--- config.mk ---
export PLATFORM = sky130hd
export DESIGN_NAME = vga_timing_gen
export DESIGN_NICKNAME = d
export VERILOG_FILES = /design/src/rtl/vga_timing_gen.sv
export SDC_FILE = /design/constraint.sdc
export NUM_CORES = 1
export LEC_CHECK = 0
export BUFFER_PORTS_ARGS = -buffer_cell sky130_fd_sc_hd__clkbuf_2
export CAP_MARGIN = 10
export CORE_ASPECT_RATIO = 1.5
export CORE_UTILIZATION = 35
export DETAILED_ROUTE_END_ITERATION = 12
export GPL_TIMING_DRIVEN = 1
export PLACE_DENSITY = 0.53
export REMOVE_ABC_BUFFERS = 1
export SKIP_CTS_REPAIR_TIMING = 1
export SLEW_MARGIN = 25
export SYNTH_ARGS = -nofsm -noshare
export SYNTH_HDL_FRONTEND = slang
export SYNTH_SLANG_ARGS = --single-unit
--- constraint.sdc ---
create_clock -name clk_i -period 9.9 [get_ports clk_i]
set_input_delay 0.495 -clock clk_i [delete_from_list [all_inputs] [get_ports clk_i]]
set_output_delay 0.495 -clock clk_i [all_outputs]
set_load 0.05 [all_outputs]
--- src/rtl/vga_timing_gen.sv ---
`timescale 1ns/1ps
// Run-time programmable VGA timing generator: porch/sync/visible fields, pixel-clock
// divider, per-axis sync polarity and a shadow config swapped in only at frame boundaries.
module vga_timing_gen #(
  parameter int HW = 12,
  parameter int VW = 11,
  parameter int DW = 4
) (
  input  logic          clk_i,
  input  logic          rst_i,
  input  logic          en_i,
  input  logic [DW-1:0] div_i,
  input  logic [HW-1:0] hvis_i,
  input  logic [HW-1:0] hfp_i,
  input  logic [HW-1:0] hsync_i,
  input  logic [HW-1:0] hbp_i,
  input  logic [VW-1:0] vvis_i,
  input  logic [VW-1:0] vfp_i,
  input  logic [VW-1:0] vsync_i,
  input  logic [VW-1:0] vbp_i,
  input  logic          hpol_i,
  input  logic          vpol_i,
  input  logic          upd_i,
  output logic          upd_ack_o,
  output logic          cfg_err_o,
  output logic          pix_tick_o,
  output logic [HW-1:0] pix_x_o,
  output logic [VW-1:0] pix_y_o,
  output logic          de_o,
  output logic          hsync_o,
  output logic          vsync_o,
  output logic          line_start_o,
  output logic          frame_start_o
);

  typedef enum logic {IDLE = 1'b0, RUN = 1'b1} state_t;

  localparam logic [HW+1:0] H_MAX = {2'b00, {HW{1'b1}}};
  localparam logic [VW+1:0] V_MAX = {2'b00, {VW{1'b1}}};
  localparam logic [HW+1:0] H_ONE = {{(HW+1){1'b0}}, 1'b1};
  localparam logic [VW+1:0] V_ONE = {{(VW+1){1'b0}}, 1'b1};

  // Field order in the arrays: visible, front porch, sync, back porch.
  logic [HW-1:0] live_h   [4];
  logic [VW-1:0] live_v   [4];
  logic [HW-1:0] sh_h_reg [4];
  logic [VW-1:0] sh_v_reg [4];
  logic [3:0]    h_zero, v_zero;
  logic [HW+1:0] live_htot, h_sync_beg, h_sync_end, h_total;
  logic [VW+1:0] live_vtot, v_sync_beg, v_sync_end, v_total;
  logic          live_err;

  logic [DW-1:0] sh_div_reg, dcnt_reg;
  logic          sh_hpol_reg, sh_vpol_reg, sh_err_reg;

  state_t        state_reg;
  logic          en_q_reg, pend_reg;
  logic          upd_ack_reg, pix_tick_reg, de_reg, hsync_reg, vsync_reg;
  logic          line_start_reg, frame_start_reg;
  logic [HW-1:0] pix_x_reg, h_nxt;
  logic [VW-1:0] pix_y_reg, v_nxt;

  logic tick, h_last, v_last, frame_wrap, de_nxt, hs_act, vs_act;
  logic en_rise, pend_any, idle_load, run_load, load;

  assign live_h[0] = hvis_i;
  assign live_h[1] = hfp_i;
  assign live_h[2] = hsync_i;
  assign live_h[3] = hbp_i;
  assign live_v[0] = vvis_i;
  assign live_v[1] = vfp_i;
  assign live_v[2] = vsync_i;
  assign live_v[3] = vbp_i;

  genvar gi;
  generate
    for (gi = 0; gi < 4; gi++) begin : g_field
      assign h_zero[gi] = (live_h[gi] == '0);
      assign v_zero[gi] = (live_v[gi] == '0);
    end
  endgenerate

  assign live_htot = {2'b00, hvis_i} + {2'b00, hfp_i} + {2'b00, hsync_i} + {2'b00, hbp_i};
  assign live_vtot = {2'b00, vvis_i} + {2'b00, vfp_i} + {2'b00, vsync_i} + {2'b00, vbp_i};
  assign live_err  = (|h_zero) | (|v_zero) | (live_htot > H_MAX) | (live_vtot > V_MAX);

  // Region boundaries from the active (shadow) configuration only.
  assign h_sync_beg = {2'b00, sh_h_reg[0]} + {2'b00, sh_h_reg[1]};
  assign h_sync_end = h_sync_beg + {2'b00, sh_h_reg[2]};
  assign h_total    = h_sync_end + {2'b00, sh_h_reg[3]};
  assign v_sync_beg = {2'b00, sh_v_reg[0]} + {2'b00, sh_v_reg[1]};
  assign v_sync_end = v_sync_beg + {2'b00, sh_v_reg[2]};
  assign v_total    = v_sync_end + {2'b00, sh_v_reg[3]};

  assign tick       = (dcnt_reg == sh_div_reg);
  assign h_last     = ({2'b00, pix_x_reg} == h_total - H_ONE);
  assign v_last     = ({2'b00, pix_y_reg} == v_total - V_ONE);
  assign frame_wrap = tick & h_last & v_last;
  assign h_nxt      = h_last ? '0 : pix_x_reg + 1'b1;
  assign v_nxt      = h_last ? (v_last ? '0 : pix_y_reg + 1'b1) : pix_y_reg;
  assign de_nxt     = (h_nxt < sh_h_reg[0]) && (v_nxt < sh_v_reg[0]);
  assign hs_act     = ({2'b00, h_nxt} >= h_sync_beg) && ({2'b00, h_nxt} < h_sync_end);
  assign vs_act     = ({2'b00, v_nxt} >= v_sync_beg) && ({2'b00, v_nxt} < v_sync_end);

  // While idle a request loads at once; while running it waits for the frame wrap.
  assign en_rise   = en_i & ~en_q_reg;
  assign pend_any  = pend_reg | upd_i;
  assign idle_load = (state_reg == IDLE) & (en_rise | pend_any);
  assign run_load  = (state_reg == RUN) & en_i & frame_wrap & pend_any;
  assign load      = idle_load | run_load;

  always_ff @(posedge clk_i) begin
    if (rst_i || load) begin
      for (int i = 0; i < 4; i++) begin
        sh_h_reg[i] <= live_h[i];
        sh_v_reg[i] <= live_v[i];
      end
      sh_div_reg  <= div_i;
      sh_hpol_reg <= hpol_i;
      sh_vpol_reg <= vpol_i;
      sh_err_reg  <= live_err;
    end
  end

  always_ff @(posedge clk_i) begin
    if (rst_i) begin
      state_reg       <= IDLE;
      en_q_reg        <= 1'b0;
      pend_reg        <= 1'b0;
      dcnt_reg        <= '0;
      pix_x_reg       <= '0;
      pix_y_reg       <= '0;
      de_reg          <= 1'b0;
      hsync_reg       <= ~hpol_i;
      vsync_reg       <= ~vpol_i;
      upd_ack_reg     <= 1'b0;
      pix_tick_reg    <= 1'b0;
      line_start_reg  <= 1'b0;
      frame_start_reg <= 1'b0;
    end else begin
      en_q_reg        <= en_i;
      pend_reg        <= load ? 1'b0 : pend_any;
      upd_ack_reg     <= load & pend_any;
      pix_tick_reg    <= 1'b0;
      line_start_reg  <= 1'b0;
      frame_start_reg <= 1'b0;
      case (state_reg)
        IDLE: begin
          dcnt_reg  <= '0;
          pix_x_reg <= '0;
          pix_y_reg <= '0;
          de_reg    <= 1'b0;
          hsync_reg <= load ? ~hpol_i : ~sh_hpol_reg;
          vsync_reg <= load ? ~vpol_i : ~sh_vpol_reg;
          state_reg <= (en_i && !(load ? live_err : sh_err_reg)) ? RUN : IDLE;
        end
        RUN: begin
          if (!en_i) begin
            state_reg <= IDLE;
            dcnt_reg  <= '0;
            pix_x_reg <= '0;
            pix_y_reg <= '0;
            de_reg    <= 1'b0;
            hsync_reg <= ~sh_hpol_reg;
            vsync_reg <= ~sh_vpol_reg;
          end else if (tick) begin
            dcnt_reg        <= '0;
            pix_tick_reg    <= 1'b1;
            pix_x_reg       <= h_nxt;
            pix_y_reg       <= v_nxt;
            line_start_reg  <= h_last;
            frame_start_reg <= frame_wrap;
            if (run_load) begin
              // (0,0) lies in both visible regions, so syncs take the new inactive level.
              de_reg    <= ~live_err;
              hsync_reg <= ~hpol_i;
              vsync_reg <= ~vpol_i;
              state_reg <= live_err ? IDLE : RUN;
            end else begin
              de_reg    <= de_nxt;
              hsync_reg <= hs_act ? sh_hpol_reg : ~sh_hpol_reg;
              vsync_reg <= vs_act ? sh_vpol_reg : ~sh_vpol_reg;
            end
          end else begin
            dcnt_reg <= dcnt_reg + 1'b1;
          end
        end
        default: state_reg <= IDLE;
      endcase
    end
  end

  assign upd_ack_o     = upd_ack_reg;
  assign cfg_err_o     = sh_err_reg;
  assign pix_tick_o    = pix_tick_reg;
  assign pix_x_o       = pix_x_reg;
  assign pix_y_o       = pix_y_reg;
  assign de_o          = de_reg;
  assign hsync_o       = hsync_reg;
  assign vsync_o       = vsync_reg;
  assign line_start_o  = line_start_reg;
  assign frame_start_o = frame_start_reg;

endmodule
==> metrics.txt <==
# TYPE chip_impl_metric gauge
chip_impl_info{name="result_of_the_run",value="completed"} 1
chip_impl_metric{name="post_synth_fa_ha_maj_area_fraction",unit=""} 0.268
chip_impl_info{name="synth_flop_cell",value="sky130_fd_sc_hd__edfxtp_1"} 1
chip_impl_metric{name="finClkSkew",unit="ps"} 11.1
chip_impl_metric{name="synthesis.area",unit="um2"} 12300
chip_impl_metric{name="syn_inst",unit=""} 1237
chip_impl_metric{name="largest_reg_flops",unit=""} 48
chip_impl_metric{name="antenna_violations_before_repair",unit=""} 0
chip_impl_info{name="grt_setup_unrepaired",value="false"} 1
chip_impl_metric{name="drt-total-wl",unit="um"} 33500
chip_impl_metric{name="power_density",unit="nW/um2"} 287
chip_impl_metric{name="ioPinCount",unit=""} 133
chip_impl_metric{name="yosys.area.top_type_share",unit=""} 0.246
chip_impl_metric{name="dr_total_vias",unit=""} 9494
chip_impl_info{name="clock_tree.root_cell",value="sky130_fd_sc_hd__clkbuf_16"} 1
chip_impl_metric{name="syn2layout_area_growth",unit="%"} 14.7
chip_impl_metric{name="num_antenna_cells",unit=""} 0
chip_impl_metric{name="synth.area.mux_share",unit=""} 0.0198
chip_impl_info{name="critPathSlowestCell",value="sky130_fd_sc_hd__o31ai_2"} 1
chip_impl_metric{name="count_of_pins_over_their_slew_limit",unit=""} 0
chip_impl_metric{name="layout_min_cycle_time",unit="ps"} 9060
chip_impl_metric{name="post-route-period-util",unit=""} 0.915
chip_impl_info{name="hold_path.class",value="in -> reg"} 1
chip_impl_metric{name="dp_hpwl",unit="um"} 28400
chip_impl_info{name="critical_path.reg2reg.endpoint",value="vsync_o$_DFFE_PP_"} 1
chip_impl_info{name="synthMostInstantiatedCell",value="sky130_fd_sc_hd__ha_1"} 1
chip_impl_metric{name="fmax",unit="MHz"} 110
chip_impl_metric{name="synth_compound_area_frac",unit=""} 0.152
chip_impl_metric{name="cts.htree.levels",unit=""} 4
chip_impl_metric{name="cts_max_path_buffers",unit=""} 2
chip_impl_metric{name="area_of_the_placeable_core",unit="um2"} 34500
chip_impl_metric{name="synth_seq_cells",unit=""} 136
chip_impl_info{name="setup.worst_path.class",value="reg -> reg"} 1
chip_impl_metric{name="crit_path_max_incr_delay",unit="ps"} 540
chip_impl_info{name="start_kind",value="flip-flop"} 1
chip_impl_metric{name="finalHoldWorstSlack",unit="ps"} 239
chip_impl_metric{name="peakVddDrop",unit="mV"} 0.151
chip_impl_metric{name="synthDistinctLibCells",unit=""} 91
chip_impl_info{name="worst_path_most_repeated_cell",value="sky130_fd_sc_hd__ha_1"} 1
chip_impl_metric{name="number_of_setup_violations_in_the_final_report",unit=""} 0
chip_impl_metric{name="synthArstFlopShare",unit=""} 0
chip_impl_metric{name="layout-drive-gt1-share",unit=""} 0.140
chip_impl_metric{name="drc_errors_left",unit=""} 0
chip_impl_metric{name="initial_core_util",unit=""} 0.357
chip_impl_info{name="cp_endpoint_kind",value="flip-flop"} 1
chip_impl_metric{name="max-slew-margin-rel",unit=""} 0.358
chip_impl_info{name="synthTopCellsByArea",value="sky130_fd_sc_hd__edfxtp_1 25%, sky130_fd_sc_hd__ha_1 18%, sky130_fd_sc_hd__fa_1 8.5%, sky130_fd_sc_hd__dfxtp_1 5.7%, sky130_fd_sc_hd__inv_1 4.5%"} 1
chip_impl_metric{name="route.detailed.vias_per_inst",unit=""} 5.12
chip_impl_metric{name="synth_edf_count",unit=""} 101
chip_impl_info{name="critPathCapture",value="vsync_o$_DFFE_PP_"} 1
chip_impl_metric{name="ant_nets",unit=""} 0
chip_impl_metric{name="seq_area_frac_synth",unit=""} 0.303
chip_impl_metric{name="track_usage",unit=""} 0.195
chip_impl_metric{name="tns",unit="ps"} 0
chip_impl_metric{name="dpl_cell_area",unit="um2"} 13500
chip_impl_metric{name="global_route.overflow_total",unit=""} 0
chip_impl_metric{name="postSynthAreaPerCell",unit="um2"} 9.96
chip_impl_metric{name="drt_pass1_iterations",unit=""} 4
chip_impl_info{name="most_frequent_cells_after_synthesis",value="178 x sky130_fd_sc_hd__ha_1, 149 x sky130_fd_sc_hd__inv_1, 101 x sky130_fd_sc_hd__edfxtp_1, 71 x sky130_fd_sc_hd__nor2_1, 63 x sky130_fd_sc_hd__a21oi_1"} 1
chip_impl_metric{name="gp_routability_congestion",unit=""} 0.924
chip_impl_info{name="worst_setup_path_startpoint",value="sh_h_reg[0][0]$_DFFE_PP_"} 1
chip_impl_info{name="combinational_family_with_the_most_area_after_synthesis",value="adder cells"} 1
chip_impl_metric{name="grt_first_pass_wirelength",unit="um"} 53100
chip_impl_metric{name="core.rowCount",unit=""} 83
chip_impl_metric{name="rr_worst_depth",unit=""} 37
chip_impl_metric{name="clk_pin_slew",unit="ps"} 60
chip_impl_metric{name="max_cap_violations",unit=""} 0
chip_impl_metric{name="first_iter_violations",unit=""} 400
chip_impl_metric{name="grt_max_degree",unit=""} 61
chip_impl_metric{name="cp.required",unit="ps"} 10080
chip_impl_metric{name="timing.reg2reg.setup_slack",unit="ps"} 840
chip_impl_info{name="timing.rr.start",value="sh_h_reg[0][0]$_DFFE_PP_"} 1
chip_impl_metric{name="dieHeight",unit="um"} 232
chip_impl_metric{name="p_leak",unit="nW"} 6.40
chip_impl_metric{name="floorplan.die.width",unit="um"} 155
chip_impl_info{name="clock_tree_from_tritoncts",value="done"} 1
chip_impl_metric{name="post_synth_and_or_nand_nor_area_fraction",unit=""} 0.136
chip_impl_metric{name="clock-sinks",unit=""} 136
chip_impl_metric{name="worst_ep_arrival_time",unit="ps"} 9240
chip_impl_metric{name="yosys.area_share.xor_xnor",unit=""} 0.0702
chip_impl_metric{name="cts-buffers-inserted",unit=""} 17
chip_impl_metric{name="worst-slew-pin-transition",unit="ps"} 956
chip_impl_metric{name="hold_viol_final",unit=""} 0
chip_impl_metric{name="synthesis.yosys.warnings",unit=""} 0
chip_impl_metric{name="nets",unit=""} 1708
chip_impl_info{name="synth_largest_area_cell",value="sky130_fd_sc_hd__edfxtp_1"} 1
chip_impl_metric{name="clock_latency",unit="ps"} 430
chip_impl_metric{name="worstPathMaxFanout",unit=""} 8
chip_impl_metric{name="floorplan.die_area",unit="um2"} 36000
chip_impl_metric{name="grt_pass1_vias",unit=""} 10000
chip_impl_metric{name="postLayoutCellArea",unit="um2"} 14100
chip_impl_metric{name="detail_route.wl_per_cell",unit="um"} 18.0
chip_impl_metric{name="count_of_input_and_output_buffers",unit=""} 132
cells in the final DEF (no fill, tap or decap), types with 37 or more instances in the layout:
master	Yosys	layout
sky130_fd_sc_hd__ha_1	178	178
sky130_fd_sc_hd__inv_1	149	149
sky130_fd_sc_hd__clkbuf_2	0	132
sky130_fd_sc_hd__edfxtp_1	101	101
sky130_fd_sc_hd__nor2_1	71	71
sky130_fd_sc_hd__a21oi_1	63	63
sky130_fd_sc_hd__xnor2_1	59	59
sky130_fd_sc_hd__nand2_1	58	56
sky130_fd_sc_hd__fa_1	52	52
sky130_fd_sc_hd__a21o_1	48	48
sky130_fd_sc_hd__o21ai_0	40	40
sky130_fd_sc_hd__nand3_1	37	37
cell families after synthesis:
group / count (synthesis)
adder cells (fa/ha/maj): 233
AND/OR/NAND/NOR: 315
flip-flops: 136
multiplexers: 23
AO/OA/AOI/OAI: 269
XOR/XNOR: 97
buffers and inverters: 164
area by class of cell:
type	instances	area, um2
fillers	3498	20400
clock inverters	15	158
well taps	467	584
multi-input cells	937	7980
clock buffers	17	425
inverters	149	559
flip-flops and latches	136	3730
repair buffers	135	683
report_power, final:
group,total (mW),switching (mW),internal [mW],leakage (nW)
logic,2.73,1.62,1.10,4.79
registers,0.686,0.0204,0.666,1.33
clock network,0.641,0.251,0.391,0.283
critical path: cells and delay by family, from the launching register on:
family                   cells  cell delay (ps)
AO/OA/AOI/OAI               17             4090
XOR/XNOR                     2              480
adder cells (fa/ha/maj)      6             1830
buffers and inverters        2              120
flip-flops                   1              360
AND/OR/NAND/NOR             10             1920
per-stage QoR:
step | std cells | total power, mW | util | setup WS, ps
finish | 1856 | 4.05 | 0.410 | 838
global route | 1856 | 4.40 | 0.410 | 166
CTS | 1856 | 4.07 | 0.409 | 626
detailed placement | 1824 | 3.41 | 0.393 | 678
global placement | 1824 | 3.40 | 0.393 | 756
floorplan | 1222 | 2.80 | - | 1920
layer usage:
layer | global-route usage | vias up | wire length [um]
met1 | 0.236 | 4501 | 14700
met3 | 0.0224 | 57 | 853
met2 | 0.339 | 199 | 16500
met5 | 0 | - | 0
li1 | - | 4737 | -
met4 | 0.101 | 0 | 1370
how the worst min path moves through the flow:
stage                                       from                       to  slack (ps)  cells after the start
final                                   div_i[2]  sh_div_reg[2]$_DFFE_PP_         240                      1
after global routing                    div_i[2]  sh_div_reg[2]$_DFFE_PP_         220                      1
after CTS                               div_i[2]  sh_div_reg[2]$_DFFE_PP_         210                      1
after detailed placement  dcnt_reg[0]$_SDFF_PP0_   dcnt_reg[0]$_SDFF_PP0_         470                      1
after global placement    dcnt_reg[0]$_SDFF_PP0_   dcnt_reg[0]$_SDFF_PP0_         460                      1
after floorplan           dcnt_reg[0]$_SDFF_PP0_   dcnt_reg[0]$_SDFF_PP0_         440                      1
No activity file was read; power rests on OpenSTA's default activity.
